<file path="src/rtl/round_ctrl.sv">
// Round sequencer for the maze-walk game: countdown, timed play, step-pulse
// generation and a saturating win tally around the character walker.
module round_ctrl #(
  parameter int unsigned SEC_DIV   = 100_000_000,
  parameter int unsigned CD_START  = 3,
  parameter int unsigned PLAY_TIME = 60,
  parameter int unsigned MOVE_DIV  = 10_000_000
) (
  input  logic       clk,
  input  logic       clr_n,
  input  logic       start,
  input  logic       btnD_in,
  input  logic       btnR_in,
  input  logic       win,
  output logic       walk_clr,
  output logic [2:0] cd_cnt,
  output logic       btnD,
  output logic       btnR,
  output logic [1:0] phase,
  output logic [6:0] time_left,
  output logic       result_win,
  output logic [3:0] win_cnt
);

  typedef enum logic [1:0] {
    IDLE  = 2'd0,
    COUNT = 2'd1,
    PLAY  = 2'd2,
    DONE  = 2'd3
  } state_t;

  localparam int unsigned SEC_W = $clog2(SEC_DIV);
  localparam int unsigned MV_W  = $clog2(MOVE_DIV);
  localparam logic [SEC_W-1:0] SEC_LAST  = SEC_W'(SEC_DIV - 1);
  localparam logic [MV_W-1:0]  MV_LAST   = MV_W'(MOVE_DIV - 1);
  localparam logic [2:0]       CD_LOAD   = 3'(CD_START);
  localparam logic [6:0]       TIME_LOAD = 7'(PLAY_TIME);

  state_t           r_state;
  logic             r_start_s1, r_start_s2, r_start_s3;
  logic             r_dn_s1, r_dn_s2, r_rt_s1, r_rt_s2;
  logic [SEC_W-1:0] r_sec_q;
  logic [MV_W-1:0]  r_mv_q;
  logic             r_walk_clr, r_btnD, r_btnR, r_result_win;
  logic [2:0]       r_cd_cnt;
  logic [6:0]       r_time_left;
  logic [3:0]       r_win_cnt;

  logic w_start_edge, w_sec_tick, w_enter_count, w_enter_play;
  logic w_leave_play, w_mv_run;

  // NOTE: every clocked block uses non-blocking assignments so all flops
  // sample pre-edge values and the synchroniser chains really delay.
  always_ff @(posedge clk or negedge clr_n) begin
    if (!clr_n) begin
      r_start_s1 <= 1'b0;
      r_start_s2 <= 1'b0;
      r_start_s3 <= 1'b0;
      r_dn_s1    <= 1'b0;
      r_dn_s2    <= 1'b0;
      r_rt_s1    <= 1'b0;
      r_rt_s2    <= 1'b0;
    end else begin
      r_start_s1 <= start;
      r_start_s2 <= r_start_s1;
      r_start_s3 <= r_start_s2;
      r_dn_s1    <= btnD_in;
      r_dn_s2    <= r_dn_s1;
      r_rt_s1    <= btnR_in;
      r_rt_s2    <= r_rt_s1;
    end
  end

  assign w_start_edge  = r_start_s2 && !r_start_s3;
  assign w_sec_tick    = (r_sec_q == SEC_LAST);
  assign w_enter_count = w_start_edge && (r_state == IDLE || r_state == DONE);
  assign w_enter_play  = (r_state == COUNT) && w_sec_tick && (r_cd_cnt == 3'd1);
  assign w_leave_play  = (r_state == PLAY) &&
                         (win || (w_sec_tick && r_time_left == 7'd1));
  // The step counter stops on the edge that leaves PLAY, so no pulse
  // ever appears alongside phase=DONE.
  assign w_mv_run      = (r_state == PLAY) && (r_dn_s2 || r_rt_s2) && !w_leave_play;

  always_ff @(posedge clk or negedge clr_n) begin
    if (!clr_n) begin
      r_sec_q <= '0;
    end else if (w_enter_count || w_enter_play || w_sec_tick) begin
      r_sec_q <= '0;
    end else begin
      r_sec_q <= r_sec_q + 1'b1;
    end
  end

  always_ff @(posedge clk or negedge clr_n) begin
    if (!clr_n) begin
      r_mv_q <= '0;
      r_btnD <= 1'b0;
      r_btnR <= 1'b0;
    end else begin
      r_btnD <= w_mv_run && (r_mv_q == '0) && r_dn_s2;
      r_btnR <= w_mv_run && (r_mv_q == '0) && r_rt_s2;
      if (!w_mv_run || r_mv_q == MV_LAST) begin
        r_mv_q <= '0;
      end else begin
        r_mv_q <= r_mv_q + 1'b1;
      end
    end
  end

  always_ff @(posedge clk or negedge clr_n) begin
    if (!clr_n) begin
      r_state      <= IDLE;
      r_walk_clr   <= 1'b1;
      r_cd_cnt     <= '0;
      r_time_left  <= '0;
      r_result_win <= 1'b0;
      r_win_cnt    <= '0;
    end else begin
      case (r_state)
        IDLE: begin
          r_walk_clr <= 1'b1;
          r_cd_cnt   <= '0;
          if (w_start_edge) begin
            r_state  <= COUNT;
            r_cd_cnt <= CD_LOAD;
          end
        end
        COUNT: begin
          r_walk_clr <= 1'b0;
          if (w_sec_tick) begin
            if (r_cd_cnt > 3'd1) begin
              r_cd_cnt <= r_cd_cnt - 3'd1;
            end else begin
              r_cd_cnt    <= '0;
              r_time_left <= TIME_LOAD;
              r_state     <= PLAY;
            end
          end
        end
        PLAY: begin
          r_walk_clr <= 1'b0;
          if (win) begin
            r_state      <= DONE;
            r_result_win <= 1'b1;
            if (r_win_cnt != 4'hF) r_win_cnt <= r_win_cnt + 4'd1;
          end else if (w_sec_tick) begin
            if (r_time_left > 7'd1) begin
              r_time_left <= r_time_left - 7'd1;
            end else begin
              r_time_left  <= '0;
              r_result_win <= 1'b0;
              r_state      <= DONE;
            end
          end
        end
        DONE: begin
          r_walk_clr <= 1'b0;
          r_cd_cnt   <= '0;
          if (w_start_edge) begin
            r_state    <= COUNT;
            r_cd_cnt   <= CD_LOAD;
            r_walk_clr <= 1'b1;
          end
        end
        default: r_state <= IDLE;
      endcase
    end
  end

  assign phase      = r_state;
  assign walk_clr   = r_walk_clr;
  assign cd_cnt     = r_cd_cnt;
  assign btnD       = r_btnD;
  assign btnR       = r_btnR;
  assign time_left  = r_time_left;
  assign result_win = r_result_win;
  assign win_cnt    = r_win_cnt;

endmodule

</file>
<file path="config.mk">
export PLATFORM = sky130hd
export DESIGN_NAME = round_ctrl
export DESIGN_NICKNAME = d
export VERILOG_FILES = /design/src/rtl/round_ctrl.sv
export SDC_FILE = /design/constraint.sdc
export NUM_CORES = 1
export LEC_CHECK = 0
export ABC_AREA = 1
export CAP_MARGIN = 20
export CORE_UTILIZATION = 50
export DETAILED_ROUTE_END_ITERATION = 10
export HOLD_SLACK_MARGIN = 0.1
export PLACE_DENSITY = 0.77
export SYNTH_ARGS = -nofsm -noshare
export SYNTH_HDL_FRONTEND = slang
export SYNTH_SLANG_ARGS = --single-unit
</file>
<file path="constraint.sdc">
create_clock -name clk -period 1.5 [get_ports clk]
set_input_delay 0.15 -clock clk [delete_from_list [all_inputs] [get_ports clk]]
set_output_delay 0.15 -clock clk [all_outputs]
set_load 0.02 [all_outputs]
</file>
## Yosys cells after proc, flatten, opt, wreduce, memory -nomap -nowiden

Cells that the tools add are included.

| operators by class | value |
|---|---|
| $add $sub $neg | 5 |
| order comparisons | 2 |
| eq/ne operators | 16 |
| mux-type cells | 24 |
| reduce and logical (&&, ||, !) cells | 32 |

Operator list:

| cell | count |
|---|---|
| $mux W7 | 5 |
| $add A27 B1 Y27 const B | 1 |
| $eq A27 B27 Y1 const B | 1 |
| $mux W27 | 1 |
| $add A24 B1 Y24 const B | 1 |
| $eq A24 B24 Y1 const B | 1 |
| $logic_not A24 Y1 | 1 |
| $mux W24 | 1 |
| $mux W2 | 7 |
| $pmux W7 S2 | 1 |
| $logic_and A1 B1 Y1 | 11 |
| $ne A2 B2 Y1 const B | 5 |
| $reduce_and A5 Y1 | 2 |
| $eq A7 B1 Y1 const B | 1 |
| $gt A7 B1 Y1 const B | 1 |
| $sub A7 B1 Y7 const B | 1 |
| $logic_or A1 B1 Y1 | 6 |
| $mux W3 | 2 |
| $ne A3 B3 Y1 const B | 2 |
| $pmux W2 S3 | 1 |
| $pmux W3 S2 | 1 |
| $reduce_and A3 Y1 | 2 |
| $reduce_bool A2 Y1 | 3 |
| $add A4 B1 Y4 const B | 1 |
| other kinds (13) | 20 |

| storage, ports and cells | value |
|---|---|
| bits in registers | 78 |
| input bits | 6 |
| logic and storage cells | 96 |

## Logic depth before layout (Yosys ltp)

Gate-level depths: netlist of run 1.

| logic depth | value |
|---|---|
| depth after elaboration | 9 |
| gate-level depth with buffers | 10 |

## Worst setup path before layout of run 1

Ideal clock, no wire load.

| path | value |
|---|---|
| path kind | reg-to-reg |
| from | register r_state[1], in the netlist phase[1] |
| to | register r_time_left[1], in the netlist time_left[1] |
| setup time | 0.120 ns |
| arrival | 1.554 ns |
| slack | -0.173 ns |
| cell stages (with the launch flop) | 9 |
| buffers on the path | 0 |
| period minus slack after synthesis | 1.673 ns |
| cell sequence | dfrtp_1 -> inv_1 -> ha_1 -> inv_1 -> a21oi_1 -> nand2_1 -> nand3b_1 -> o21ai_0 -> inv_1 |

| between the ends | value |
|---|---|
| longest elaborated chain between the ends | 3 |
| elaborated cells between the ends (all ways) | 9 |
| classes of those cells | 6 x eq/ne; 1 x mux; 2 x reduce/logical |

RTL lines:

| what | RTL line | source |
|---|---|---|
| start, declared | 39 | `state_t r_state;` |
| start signal, assigned | 112 | `r_state <= IDLE;` |
| start signal, assigned | 124 | `r_state <= COUNT;` |
| start signal, assigned | 136 | `r_state <= PLAY;` |
| $eq A2 B2 Y1 / $eq A2 B1 Y1 (equally long branches) | 119 | `case (r_state)` |
| $ne A2 B2 Y1 (no line) / $reduce_bool A2 Y1 (equally long branches) | -- |  |
| $reduce_and A5 Y1 (no line) | -- |  |
| end signal, assigned | 148 | `r_time_left <= r_time_left - 7'd1;` |
| end, declared | 46 | `logic [6:0] r_time_left;` |

Parallel ways exist; a longest one is shown, timed or not.
A chain may end at the register's enable or synchronous reset.

## Worst setup path after layout of run 1

| path | value |
|---|---|
| from | register r_sec_q[15] |
| to | register r_mv_q[15] |

| between the ends | value |
|---|---|
| longest elaborated chain between the ends | 9 |

RTL lines:

| what | RTL line | source |
|---|---|---|
| start, declared | 42 | `logic [SEC_W-1:0] r_sec_q;` |
| start signal, assigned | 90 | `r_sec_q <= r_sec_q + 1'b1;` |
| $eq A27 B27 Y1 | 75 | `assign w_sec_tick = (r_sec_q == SEC_LAST);` |
| $logic_and A1 B1 Y1 | 79 | `(win \|\| (w_sec_tick && r_time_left == 7'd1));` |
| $logic_or A1 B1 Y1 | 79 |  |
| $logic_and A1 B1 Y1 | 78 | `assign w_leave_play = (r_state == PLAY) &&` |
| $logic_not A1 Y1 | 82 | `assign w_mv_run = (r_state == PLAY) && (r_dn_s2 \|\| r_rt_s2) && !w_leave_play;` |
| $logic_and A1 B1 Y1 | 82 |  |
| $logic_not A1 Y1 | 102 | `if (!w_mv_run \|\| r_mv_q == MV_LAST) begin` |
| $logic_or A1 B1 Y1 | 102 |  |
| $mux W24 | 102 |  |
| end signal, assigned | 105 | `r_mv_q <= r_mv_q + 1'b1;` |
| end, declared | 43 | `logic [MV_W-1:0] r_mv_q;` |

No other way between the ends.

==> out/summary.md, run 1 <==
- Seq/Total Area, Yosys: 44.7%
- Top Ports: 26
- R2R depth: 7
- Initial Utilization: 52.4%
- Synth Flop Type: sky130_fd_sc_hd__dfrtp_1
- Synth Register Bits: 78
- area growth from synthesis to layout: 41.9%
- total count of hold-check failures in the final report: 0
- clock root buffer master: sky130_fd_sc_hd__clkbuf_8
- synthesized area per cell: 8.20 um^2
- residual antenna-violating net count after detailed routing: 0
- setup slack after placement: -0.134 ns
- final setup vio count: 66
- share of the clock period used by the worst path: 113%
- crit path capture type: flip-flop
- total via count in the routed design: 4192
- run status: finished with violations
- worst clock skew on the final layout: 0.0161 ns
- number of enable-type register cells in the synthesized netlist: 0
- slew of the pin with the lowest slew margin: 0.521 ns
- Total Nets Final: 669
- largest area contributor in the netlist: sky130_fd_sc_hd__dfrtp_1
- Relative slew margins: 65.3%
- max-slew violations: 0
- area enclosed by the die boundary: 9120 um^2
- shortest clock period the worst path allows after layout: 1.70 ns
- DP Wirelength: 7410 um
- maximum single-stage delay on the critical path: 0.48 ns
- total number of clock tree sinks: 78
- Req. time, crit path: 1.75 ns
- nature of the critical path startpoint: flip-flop
- final critical-path setup slack: -0.196 ns
- net count after synthesis: 550
- vertical extent of the die: 95.5 um
- largest net degree at the start of global routing: 39
- leakage dissipation: 0.00279 uW
- setup repair after global routing missed its margin: yes
- GRT overflow: 0
- met3 track demand over resource in global routing: 4.23%
- worst path arrival time: 1.95 ns
- critical-path cell with the highest stage delay: sky130_fd_sc_hd__dfrtp_1
- maximum buffer depth of the clock tree: 2
- DRC violations left: 0
- # fillers: 541
- Vias/cell: 5.50
- worst min-delay path category: input port to flip-flop
- cell count after synthesis: 533
- number of buffer cells added on primary ports: 25
- total number of yosys warnings: 0
- cell row count: 33
- number of instances on the worst hold path: 1
- area of all placed cells without fillers: 6200 um^2
- instance count on the critical path: 7
- global routing met1 resource utilization: 29.9%
- failing checks: negative setup slack
- fraction of final layout cells with drive strength greater than 1: 37.4%
- synth unique cells: 38
- met2 track demand over resource: 42.7%
- All-Layer GR Usage: 24.7%
- routability congestion estimate: 0.955
- peak-usage layer in the global routing report: met2
- insertion delay of the later-clocked pin in the worst-skew pair: 0.37 ns
- count of max-cap constraint violations: 0
- vias in the first global route: 3927
- maximum level of the CTS H-tree: 3
- CP delay by family, top: simple AND/OR/NAND/NOR gates
- TritonCTS clock tree: built
- drt first-iter violations: 322
- standard cell area after detailed placement: 5230 um^2
- Max IR drop VDD: 642 uV
- share of Yosys cell area claimed by the top area cell type: 44.1%
- maximum frequency from static timing analysis: 590 MHz
- antenna violations before repair: 0
- end-of-flow core utilization: 74.3%
- first-pass GRT wire length: 17400 um
- number of search-and-repair iterations in the first detailed-routing pass: 5
- Chip Width: 95.5 um
- worst-path fanout max: 6
- area of the core: 8340 um^2
- average wire length per cell after detail routing: 15.9 um
- total buffers and inverters traversed by the critical path: 1
- aggregate routed wire length: 12100 um
- clock input transition at the sequential cells of the worst setup and hold paths: 0.10 ns
- cts bufs inserted: 9
- cells along the critical path: nand2_1 -> nor2_1 -> and3_1 -> nand3_2 -> nand3_4 -> clkbuf_16 -> nor2_2
- post-synthesis instance area: 4370 um^2
- Area contributors post-synth: sky130_fd_sc_hd__dfrtp_1 44%, sky130_fd_sc_hd__nor2_1 8.7%, sky130_fd_sc_hd__nand2_1 8.2%, sky130_fd_sc_hd__xor2_1 6.2%, sky130_fd_sc_hd__inv_1 5.7%
- cell area power density: 1110 nW/um^2
- ys async rst share: 100%
- classification of the worst setup path: flip-flop to flip-flop
- Antenna Cells: 0
-- Yosys cell counts (all sizes together), types with 3 or more instances --
master,n
buf,5
o21ai,17
nand4,15
nand2,101
nor4,3
xor2,31
dfrtp,77
nor2,111
o21bai,3
nand3,38
ha,11
inv,67
nor3,17
nor3b,4
xnor2,9
a21oi,10
-- power breakdown --
part           internal, uW  total [uW]  switching [uW]
registers              2330        2530             195
logic                  1260        2800            1540
clock network           639        1540             899
total                  4230        6870            2640
-- what timing repair did --
action | in CTS | in global routing
cloned | 2 | 5
endpoints found under the setup margin | 81 | 70
setup buffers | 7 | 12
hold buffers | 1 | 0
pin swaps | 9 | 37
endpoints found under the hold margin | 35 | 0
gates resized for setup | 48 | 108
-- sequential cells by signal, summed over array words and instances, names as in the netlist, 2 cells and up --
| register | count |
|---|---|
| time_left | 7 |
| r_mv_q | 24 |
| r_sec_q | 27 |
| cd_cnt | 3 |
| win_cnt | 4 |
| phase | 2 |
-- per-stage QoR --
| stage | hold WS [ns] | setup TNS (ns) | instances | total power [uW] |
|---|---|---|---|---|
| after detailed placement | 0.163 | -6.20 | 720 | 4640 |
| after global placement | 0.156 | -3.70 | 720 | 4570 |
| final | 0.209 | -8.48 | 762 | 6870 |
| after floorplan | -0.146 | -0.0458 | 533 | 3820 |
| after CTS | 0.213 | -1.35 | 746 | 6330 |
| after global routing | 0.199 | -14.08 | 762 | 7240 |
-- layout make-up --
type                       count  area (um^2)  share of cell area (%)
timing repair buffer         109          985                    15.9
sequential                    78         1960                    31.6
clock inverter                 7         62.6                    1.01
tap                          105          131                    2.12
clock buffer                   9          124                    2.00
inverter                      67          254                    4.10
multi-input combinational    387         2680                    43.3
-- cells by family (layout without fill, tap and decap cells) --
logic type | after synthesis | in the layout | share of synthesized area, %
compound gates | 36 | 36 | 5.35
xor+xnor | 40 | 40 | 8.02
fa+ha+maj | 11 | 11 | 3.15
buf+inv | 72 | 192 | 7.04
flops | 78 | 78 | 44.7
mux | 1 | 1 | 0.258
simple gates | 295 | 299 | 31.5
-- cell usage in the layout, fill, tap and decap left out, types with 5 or more instances in the layout --
cell type,n
sky130_fd_sc_hd__a21oi_1,6
sky130_fd_sc_hd__buf_4,74
sky130_fd_sc_hd__clkbuf_8,9
sky130_fd_sc_hd__clkdlybuf4s50_1,5
sky130_fd_sc_hd__dfrtp_1,72
sky130_fd_sc_hd__dfrtp_2,5
sky130_fd_sc_hd__dlygate4sd2_1,16
sky130_fd_sc_hd__ha_1,6
sky130_fd_sc_hd__inv_1,54
sky130_fd_sc_hd__inv_2,12
sky130_fd_sc_hd__nand2_1,83
sky130_fd_sc_hd__nand2_2,14
sky130_fd_sc_hd__nand3_1,26
sky130_fd_sc_hd__nand3_2,8
sky130_fd_sc_hd__nand4_1,14
sky130_fd_sc_hd__nor2_1,57
sky130_fd_sc_hd__nor2_2,33
sky130_fd_sc_hd__nor2_4,21
sky130_fd_sc_hd__nor3_1,10
sky130_fd_sc_hd__o21ai_1,6
sky130_fd_sc_hd__o21ai_2,6
sky130_fd_sc_hd__xnor2_1,8
sky130_fd_sc_hd__xor2_1,26
sky130_fd_sc_hd__xor2_2,5
-- worst paths after layout --
kind	from	to	slack (ns)
worst max-delay path	r_sec_q[15]	r_mv_q[15]	-0.20
worst max register to register	r_sec_q[15]	r_mv_q[15]	-0.20
max in group asynchronous	clr_n	r_dn_s2	0.70
worst min register to register	r_dn_s1	r_dn_s2	0.36
min in group asynchronous	clr_n	time_left[5]	0.30
worst min-delay path	btnD_in	r_dn_s1	0.21
-- worst register-to-register path: cells and delay by family (launching register included) --
kind | cells | cell delay [ns]
buffers and inverters | 1 | 0.19
DFF | 1 | 0.48
and+or+nand+nor | 6 | 0.92
-- routing by layer --
| layer | part of all wire, % | wire (um) | vias to the layer above |
|---|---|---|---|
| li1 | - | - | 1944 |
| met1 | 40 | 4910 | 2005 |
| met2 | 50 | 6090 | 197 |
| met3 | 6.1 | 739 | 46 |
| met4 | 3.2 | 383 | 0 |
| met5 | 0 | 0 | - |
No activity file was read; power rests on OpenSTA's default activity.
==> inputs of run 2 (changes only) <==
PLACE_DENSITY = 0.7   (was 0.77)
==> run 2 against run 1 <==
  * The flow still finishes with violations (negative setup slack)
  * Clock power rose by 18%
  * Flip-flop and latch count did not move
  * Core utilization fell by 1.9 points
  * Via count rose by 0.19%
  * Highest routed layer unchanged
  * Final cell count rose by 0.79%
  * Setup slack improved by 0.053 ns
  * Total power rose by 2.3%
==> out/summary.md, run 2 (synthesized netlist as in run 1, its figures left out) <==
- total number of clock tree sinks: 78
- maximum single-stage delay on the critical path: 0.36 ns
- failing checks: negative setup slack
- crit path capture type: flip-flop
- run status: finished with violations
- standard cell area after detailed placement: 5260 um^2
- maximum frequency from static timing analysis: 609 MHz
- commonest non-fill, non-tap cell in the layout: sky130_fd_sc_hd__nor2_1
- All-Layer GR Usage: 25.3%
- aggregate routed wire length: 11600 um
- area growth from synthesis to layout: 38.2%
- number of buffer cells added on primary ports: 25
- Max IR drop VDD: 691 uV
- slew of the pin with the lowest slew margin: 0.365 ns
- antenna violations before repair: 0
- share of the clock period used by the worst path: 110%
- area of all placed cells without fillers: 6040 um^2
- first-pass GRT wire length: 17900 um
- worst clock skew on the final layout: 0.0159 ns
- number of flip-flops under the largest register name: 27
- total via count in the routed design: 4200
- TritonCTS clock tree: built
- clock input transition at the sequential cells of the worst setup and hold paths: 0.10 ns
- fraction of final layout cells with drive strength greater than 1: 32.0%
- end-of-flow core utilization: 72.4%
- most frequent cells in the layout: 85 x sky130_fd_sc_hd__nor2_1, 84 x sky130_fd_sc_hd__nand2_1, 78 x sky130_fd_sc_hd__buf_4
- area of the core: 8340 um^2
- insertion delay of the later-clocked pin in the worst-skew pair: 0.36 ns
- area of the multi-input gates: 2450 um^2
- cell area power density: 1160 nW/um^2
- cell with the most instances on the worst path: sky130_fd_sc_hd__nand3_2
- count of max-cap constraint violations: 0
- residual antenna-violating net count after detailed routing: 0
- setup repair after global routing missed its margin: yes
- worst min-delay path category: input port to asynchronous set/reset pin
- Chip Width: 95.5 um
- shortest clock period the worst path allows after layout: 1.64 ns
- # fillers: 593
- total power: 7030 uW
- setup slack after placement: -0.177 ns
- Top Ports: 26
- clock root buffer master: sky130_fd_sc_hd__clkbuf_8
- max-slew violations: 0
- classification of the worst setup path: flip-flop to flip-flop
- Req. time, crit path: 1.75 ns
- total count of hold-check failures in the final report: 0
- register containing the most flip-flops in the final layout: r_sec_q
- cell row count: 33
- cts bufs inserted: 9
- DRC violations left: 0
- largest net degree at the start of global routing: 37
- Initial Utilization: 52.4%
- Total Nets Final: 675
- routability congestion estimate: 0.958
- final setup vio count: 65
- average wire length per cell after detail routing: 15.1 um
- area enclosed by the die boundary: 9120 um^2
- GRT overflow: 0
- Vias/cell: 5.47
- number of search-and-repair iterations in the first detailed-routing pass: 6
- R2R depth: 9
- DP Wirelength: 7330 um
- leakage dissipation: 0.00281 uW
- maximum level of the CTS H-tree: 3
- drt first-iter violations: 315
- nature of the critical path startpoint: flip-flop
- maximum buffer depth of the clock tree: 2
- worst path arrival time: 1.89 ns
- vertical extent of the die: 95.5 um
- cells along the critical path: ha_2 -> nand3_2 -> inv_2 -> nand2_4 -> nor3_4 -> nand3_2 -> nand3_4 -> clkbuf_16 -> nor2_1
- critical-path cell with the highest stage delay: sky130_fd_sc_hd__dfrtp_1
- Relative slew margins: 75.6%
- Antenna Cells: 0
- final critical-path setup slack: -0.143 ns
- vias in the first global route: 4011
- sequential standard cell area: 1960 um^2
- worst-path fanout max: 12
run 2: cell types whose count changed in the layout (fill, tap and decap cells not counted), sizes merged:
cell,before,now
clkinv,1,2
dlygate4sd2,16,17
buf,82,89
dlymetal6s2s,3,2
inv,72,69
bufinv,0,2
clkbuf,11,10
run 2: layer usage:
layer / track usage [%] / share of wire, % / wire length, um / vias to the layer above
met1: 30.7 / 41 / 4720 / 1977
met3: 3.99 / 6.3 / 733 / 47
li1: - / - / - / 1967
met5: 0 / 0 / 0 / -
met2: 44.4 / 50 / 5790 / 209
met4: 10.9 / 3.2 / 371 / 0
run 2: what timing repair did:
item,4_1_cts,5_1_grt
setup endpoints to repair,83,70
resized for setup,59,45
setup buffers,12,9
pin swaps,14,18
gates cloned,1,4
hold endpoints to repair,78,0
hold buffers,1,0
run 2: final timing paths:
check / endpoint / startpoint / slack (ns)
max: r_mv_q[21] / r_sec_q[0] / -0.14
min: time_left[6] / clr_n / 0.23
max reg2reg: r_mv_q[21] / r_sec_q[0] / -0.14
min reg2reg: r_start_s2 / r_start_s1 / 0.35
max in group asynchronous: cd_cnt[1] / clr_n / 0.71
min in group clk: r_rt_s1 / btnR_in / 0.23
run 2: where the power goes:
group	switching (uW)	internal [uW]	leakage, uW
combinational	1450	1230	0.00167
clock	860	960	0.000112
sequential	189	2330	0.00103
run 2: stage by stage:
| stage | setup TNS (ns) | hold slack [ns] | cells |
|---|---|---|---|
| after CTS | -2.71 | 0.222 | 755 |
| after global routing | -13.28 | 0.215 | 768 |
| after floorplan | -0.0458 | -0.146 | 533 |
| after global placement | -3.81 | 0.0880 | 725 |
| after detailed placement | -6.53 | 0.0895 | 725 |
| final | -6.23 | 0.228 | 768 |
run 2: area by class of cell:
cell class                      count  area share [%]
Timing Repair Buffer              115            16.7
Multi-Input combinational cell    387            40.7
Sequential cell                    78            32.5
Clock buffer                        9            2.05
Tap cell                          105            2.18
Inverter                           67            4.21
Clock inverter                      7            1.74
run 2: critical path, delay by kind of cell (launching register included):
family	cells	cell delay, ns
adder cells (fa/ha/maj)	1	0.19
buffers and inverters	2	0.27
flip-flops	1	0.36
AND/OR/NAND/NOR	6	0.71
